**src/rtl/dpram_arbiter.sv**
```systemverilog
// dpram_arbiter: three-requester arbiter onto one registered RAM port; define DPRAM_ARBITER_PRIORITY_EN to give requester 0 fixed priority
module dpram_arbiter #(
  parameter int DATAWIDTH = 8,
  parameter int ADDRWIDTH = 8
) (
  input  logic                 clock,
  input  logic                 reset_n,
  input  logic                 req0,
  input  logic                 req1,
  input  logic                 req2,
  input  logic [ADDRWIDTH-1:0] addr0,
  input  logic [ADDRWIDTH-1:0] addr1,
  input  logic [ADDRWIDTH-1:0] addr2,
  input  logic [DATAWIDTH-1:0] wdata0,
  input  logic [DATAWIDTH-1:0] wdata1,
  input  logic [DATAWIDTH-1:0] wdata2,
  input  logic                 we0,
  input  logic                 we1,
  input  logic                 we2,
  output logic                 ack0,
  output logic                 ack1,
  output logic                 ack2,
  output logic [DATAWIDTH-1:0] rdata,
  output logic                 busy,
  output logic [1:0]           grant,
  output logic [ADDRWIDTH-1:0] ram_address,
  output logic [DATAWIDTH-1:0] ram_data,
  output logic                 ram_wren,
  input  logic [DATAWIDTH-1:0] ram_q
);
  typedef enum logic [1:0] {IDLE, ACCESS, WAIT} state_t;
  state_t               r_state, w_next;
  logic [1:0]           r_grant, r_last, w_win;
  logic [2:0]           r_ack, w_elig;
  logic                 r_we, w_take;
  logic [ADDRWIDTH-1:0] r_addr;
  logic [DATAWIDTH-1:0] r_data, r_rdata;
  // a requester whose ack is showing this cycle has just been served and sits out
  assign w_elig = {req2, req1, req0} & ~r_ack;
  assign w_take = (r_state == IDLE) && (|w_elig);
`ifdef DPRAM_ARBITER_PRIORITY_EN
  // requester 0 always wins; 1 and 2 alternate based on the last grant
  always_comb begin
    w_win = w_elig[0] ? 2'd0 : (r_last == 2'd1) ? (w_elig[2] ? 2'd2 : 2'd1) : (w_elig[1] ? 2'd1 : 2'd2);
  end
`else
  logic [1:0] w_c0, w_c1, w_c2;
  // rotating search starting one past the last winner
  always_comb begin
    w_c0  = (r_last == 2'd2) ? 2'd0 : r_last + 2'd1;
    w_c1  = (w_c0 == 2'd2) ? 2'd0 : w_c0 + 2'd1;
    w_c2  = (w_c1 == 2'd2) ? 2'd0 : w_c1 + 2'd1;
    w_win = w_elig[w_c0] ? w_c0 : w_elig[w_c1] ? w_c1 : w_c2;
  end
`endif
  // state register
  always_ff @(posedge clock) begin
    if (!reset_n) r_state <= IDLE;
    else r_state <= w_next;
  end
  // next state: one access cycle, one RAM latency cycle, back to idle
  always_comb begin
    w_next = (r_state == IDLE) ? (w_take ? ACCESS : IDLE) : (r_state == ACCESS) ? WAIT : IDLE;
  end
  // capture the winner's request, then return the RAM word with an ack
  always_ff @(posedge clock) begin
    if (!reset_n) begin
      r_ack   <= '0;
      r_grant <= 2'd0;
      r_last  <= 2'd2;
      r_rdata <= '0;
      r_addr  <= '0;
      r_data  <= '0;
      r_we    <= 1'b0;
    end else begin
      r_ack <= (r_state == WAIT) ? 3'b001 << r_grant : 3'b000;
      if (r_state == WAIT) r_rdata <= ram_q;
      if (w_take) begin
        r_grant <= w_win;
        r_last  <= w_win;
        r_addr  <= (w_win == 2'd0) ? addr0 : (w_win == 2'd1) ? addr1 : addr2;
        r_data  <= (w_win == 2'd0) ? wdata0 : (w_win == 2'd1) ? wdata1 : wdata2;
        r_we    <= (w_win == 2'd0) ? we0 : (w_win == 2'd1) ? we1 : we2;
      end
    end
  end
  assign ack0        = r_ack[0];
  assign ack1        = r_ack[1];
  assign ack2        = r_ack[2];
  assign rdata       = r_rdata;
  assign busy        = (r_state != IDLE);
  assign grant       = r_grant;
  assign ram_address = r_addr;
  assign ram_data    = r_data;
  assign ram_wren    = (r_state == ACCESS) && r_we;
endmodule

```
**config.mk**
```make
export PLATFORM = sky130hd
export DESIGN_NAME = dpram_arbiter
export DESIGN_NICKNAME = d
export VERILOG_FILES = /design/src/rtl/dpram_arbiter.sv
export SDC_FILE = /design/constraint.sdc
export NUM_CORES = 1
export LEC_CHECK = 0
export BUFFER_PORTS_ARGS = -buffer_cell sky130_fd_sc_hd__clkbuf_2
export CORE_MARGIN = 5
export CORE_UTILIZATION = 33
export DETAILED_ROUTE_END_ITERATION = 8
export GPL_TIMING_DRIVEN = 1
export SLEW_MARGIN = 15
export SYNTH_ARGS = -nofsm -noshare
export SYNTH_HDL_FRONTEND = slang
export SYNTH_SLANG_ARGS = --single-unit
export TNS_END_PERCENT = 30
```
**constraint.sdc**
```tcl
create_clock -name clock -period 2.05 [get_ports clock]
set_input_delay 0.41 -clock clock [delete_from_list [all_inputs] [get_ports clock]]
set_output_delay 0.41 -clock clock [all_outputs]
set_load 0.05 [all_outputs]
```
; Word level (Yosys, flattened, before mapping)
; Cells that the tools add are included.
[totals]
regBits = 34
in_bits = 64
output_inout_bits = 31
elab_cells = 47
[op_classes]
n_addsub = 3
magnitude_cmp = 2
n_eq_ne = 6
n_shift = 1
n_mux = 18
bitwise = 2
n_reduce_logical = 7
[ops]
columns = op, count
row1 = 8-bit two-way mux, 4
row2 = 2-bit two-way mux, 7
row3 = "2-bit == test, second input constant", 4
row4 = "2-bit by 1-bit adder with 2-bit output, second input constant", 3
row5 = "2-bit by 3-bit < comparator with 1-bit output, second input constant", 2
row6 = 1-bit two-way mux, 5
row7 = 1-bit binary-select mux with 2-bit select, 2
row8 = "2-bit by 1-bit == test with 1-bit output, second input constant", 2
row9 = 2-bit logical NOT, 2
row10 = 3-bit bitwise AND, 1
row11 = 3-bit inverter, 1
row12 = 3-bit OR reduction, 1
row13 = "1-bit by 2-bit << shifter with 3-bit output, first input constant", 1
row14 = 1-bit logical AND, 2
row15 = 2-bit AND reduction, 1
row16 = 2-bit nonzero test, 1

; Logic depth before layout (Yosys ltp)
[logic_depth]
ltp_word = 11
ltp_mapped = 8

; Least setup slack after synthesis
; OpenSTA, ideal clock, no wires.
[synth_timing]
kind = reg-to-reg
start = register r_ack[0]
end = register r_addr[0], in the netlist ram_address[0]
setup_ps = 124
arrival_ps = 1760
t_required_ps = 1926
slack_ps = 166
path_stages_with_launch = 8
n_path_buf = 2
synth_period_minus_slack_ps = 1884
cell_sequence = dfxtp_1 > and2b_1 > o21ai_0 > o31a_1 > buf_6 > buf_6 > mux2i_1 > o211ai_2
[synth_between]
elab_chain_cells = 9
word_cells_on_any_way = 14
[synth_lines]
columns = item, line
row1 = from (decl), 34  ; logic [2:0] r_ack, w_elig;
row2 = from (signal assigned), 76  ; r_ack <= (r_state == WAIT) ? 3'b001 << r_grant : 3'b000;
row3 = 3-bit inverter *, 39  ; assign w_elig = {req2, req1, req0} & ~r_ack;
row4 = 3-bit bitwise AND *, 39
row5 = 1-bit binary-select mux with 2-bit select, 53  ; w_win = w_elig[w_c0] ? w_c0 : w_elig[w_c1] ? w_c1 : w_c2;
row6 = 1-bit two-way mux (implied by the code), 53
row7 = 2-bit two-way mux (2 in a row), 53
row8 = 2-bit by 1-bit == test with 1-bit output, 81  ; r_addr <= (w_win == 2'd0) ? addr0 : (w_win == 2'd1) ? addr1 : addr2;
row9 = 8-bit two-way mux (2 in a row), 81
row10 = to (signal assigned), 81
row11 = to (decl), 36  ; logic [ADDRWIDTH-1:0] r_addr;
; Every way passes the cells marked *; elsewhere a longest branch is shown, timed or not. The select of a mux whose other input is x is not followed.
; A chain may end at the register's enable or synchronous reset.

; Final worst setup path
[layout_timing]
start = register r_ack[1]
end = register r_addr[6], in the netlist ram_address[6]
; Same word-level chain as after synthesis.

==> results.md <==
* Fin cells at 332
* CTS tree: yes
* Wire per inst at 13.3 um
* Critical path startpoint category: register
* Row Count at 25
* # setup viols final at 0
* Largest net degree at the start of global routing at 19
* CTS root buffer: clkbuf_8
* Count of state elements after synthesis at 33
* Initial Util at 34.4%
* Commonest cells after routing, fill and taps aside: clkbuf_2, nand2_1, dfxtp_1
* Core Box Area at 4820 um2
* Fraction of layout cells with a size suffix above 1 at 45.7%
* CP max FO at 16
* Multi-input gate area at 896 um2
* Critical Setup Path Class: reg2reg
* Drt total wl at 4.40 mm
* Total I/O pin count at 95
* Vias in the first global route at 1470
* Most common cell after layout, fill and taps aside: clkbuf_2
* Syn Inst Count at 176
* GR Overflow Total at 0
* Reg area at 661 um2
* Mapped Area at 1660 um2
* Final Wtd Congestion at 0.783
* Max Cap Viol at 0
* NumNets Final at 329
* Routed via count at 1532
* Slew headroom at 59.0%
* Die area at 6550 um2
* Die X at 80.9 um
* Final Hold Slack at 0.357 ns
* Setup crit end kind: register
* Worst skew pair latency at 0.28 ns
* Outcome: completed
* Req. time, crit path at 2.25 ns
* Fin crit share at 81.3%
* Setup bufs post-CTS at 0
* Clk sinks at 33
* Pre-antenna DRT Iters at 4
* Syn avg cell area at 9.43 um2
* Die span in y at 80.9 um
* Antenna diodes at 0
* Power consumption at 1880 uW
* Min cycle time layout at 1.67 ns
* Slew Limit Fails at 0
* Htree depth at 2
* CTS Buf Count at 5
* First-pass GRT wire length at 7.04 mm
* PwrDens at 845 nW/um2
* # placed instances at 325
* DRT iter0 DRCs at 46
* Library cells used by synthesis at 37
* Hold-fix buffers, CTS at 0
* IO Port Bufs at 94
* Post-route clock skew at 0.00255 ns
* Post_cts resized at 0
* Synthesized Nets at 240
* Setup_tns at 0 ns
* Seq/Total Area, Yosys at 39.8%
* Residual DRC count at 0
* Fmax at 600 MHz
* Synth warn at 0
* CTS Buffer Depth at 2
* RSZ-0062 raised after global routing: no
* Worst-path clk slew at 0.06 ns
* GRT Util Overall at 14.2%
* Via density at 4.61
* Worst min path class: in2reg
* DP HPWL at 3.42 mm
* Antenna-violating nets left at 0
* Hold Fails Final Rpt at 0
* VDD IR max at 0.341 mV
* Least-Margin Pin Slew at 0.615 ns
* Fill cells at 505
* Antenna violations before repair at 0
* CP Data Arrival Time at 1.87 ns
* Static Leak at 0.00106 uW
* Area grow syn2layout at 34.3%
-- metrics by stage --
step | area (um2) | setup slack (ns) | utilization, %
floorplan | 1660 | 0.166 | -
global placement | 2140 | 0.267 | 44.5
detailed placement | 2140 | 0.222 | 44.5
CTS | 2230 | 0.356 | 46.3
global route | 2230 | 0.198 | 46.3
finish | 2230 | 0.384 | 46.3
-- path summary, 6_finish.rpt --
path,depth (start not counted),slack [ns],to,from
worst min register to register,2,0.46,rdata[3]$_SDFFE_PN0N_,rdata[3]$_SDFFE_PN0N_
worst max register to register,5,0.38,ram_address[6]$_SDFFE_PN0P_,r_ack[1]$_SDFF_PP0_
worst max-delay path,5,0.38,ram_address[6]$_SDFFE_PN0P_,r_ack[1]$_SDFF_PP0_
worst min-delay path,3,0.36,ram_address[3]$_SDFFE_PN0P_,addr0[3]
-- metal layers --
metal / global-route usage, % / vias up / share of wire (%)
met5: 0 / - / 0
met4: 6.08 / 0 / 1.6
met3: 4.66 / 6 / 8.9
met2: 21.7 / 55 / 45
met1: 18.2 / 671 / 44
li1: - / 800 / -
-- registers in the layout, indices dropped and copies added (netlist names) --
register and count:
r_last 1, grant 2, ram_address 8, rdata 8, r_ack 3, ram_data 8, r_we 1, r_state 2
-- power breakdown --
group | switching, uW | total [uW] | internal, uW
registers | 42.2 | 752 | 710
clock network | 221 | 487 | 266
logic | 428 | 644 | 216
total | 691 | 1880 | 1190
-- cell families after synthesis --
group	synth area share [%]
AOI/OAI and AO/OA	20.7
buffers and inverters	6.18
DFF	39.8
muxes	9.65
and+or+nand+nor	23.6
-- cell usage after synthesis --
cell type  count  area share [%]
nor3b_1        2            0.90
and2_4         1            0.53
o211ai_1       6             2.7
a31oi_4        1             1.3
nand2_1       39             8.8
o31a_1         1            0.53
nand2b_1       2            0.75
nor3_1         1            0.30
and3b_1        2             1.1
buf_6          5             3.4
inv_1          1            0.23
buf_1          1            0.23
and2_1         1            0.38
nor2_1         2            0.45
a22oi_1        1            0.45
a31o_2         1            0.53
and3_1         1            0.38
nor2b_1        1            0.38
o21ai_0        2            0.60
buf_4          1            0.45
clkbuf_1       3            0.68
a21boi_1       1            0.45
or2_4          1            0.53
dfxtp_1       33              40
clkbuf_2       1            0.30
or4b_1         1            0.60
o21ai_4        1            0.98
a21oi_1        1            0.30
a221oi_2       1            0.90
mux2i_1       16             9.7
a21boi_0       9             4.1
o211ai_2      10             7.5
nand3_1       17             5.1
nand2b_4       3             2.5
o22ai_1        1            0.38
buf_2          3            0.90
and2b_1        2            0.90
-- critical path, stage by stage (launching register included) --
cell and delay (ns):
dfxtp_1 0.32, nand2b_1 0.25, a31o_2 0.26, and2_1 0.54, nand2_1 0.13, o211ai_1 0.10
-- cell type report --
type | count | area share, %
multi-input combinational | 128 | 40.2
tap | 67 | 3.76
inverter | 1 | 0.168
timing repair buffer | 96 | 22.3
clock buffer | 7 | 3.87
sequential | 33 | 29.6
No activity file was read; power rests on OpenSTA's default activity.
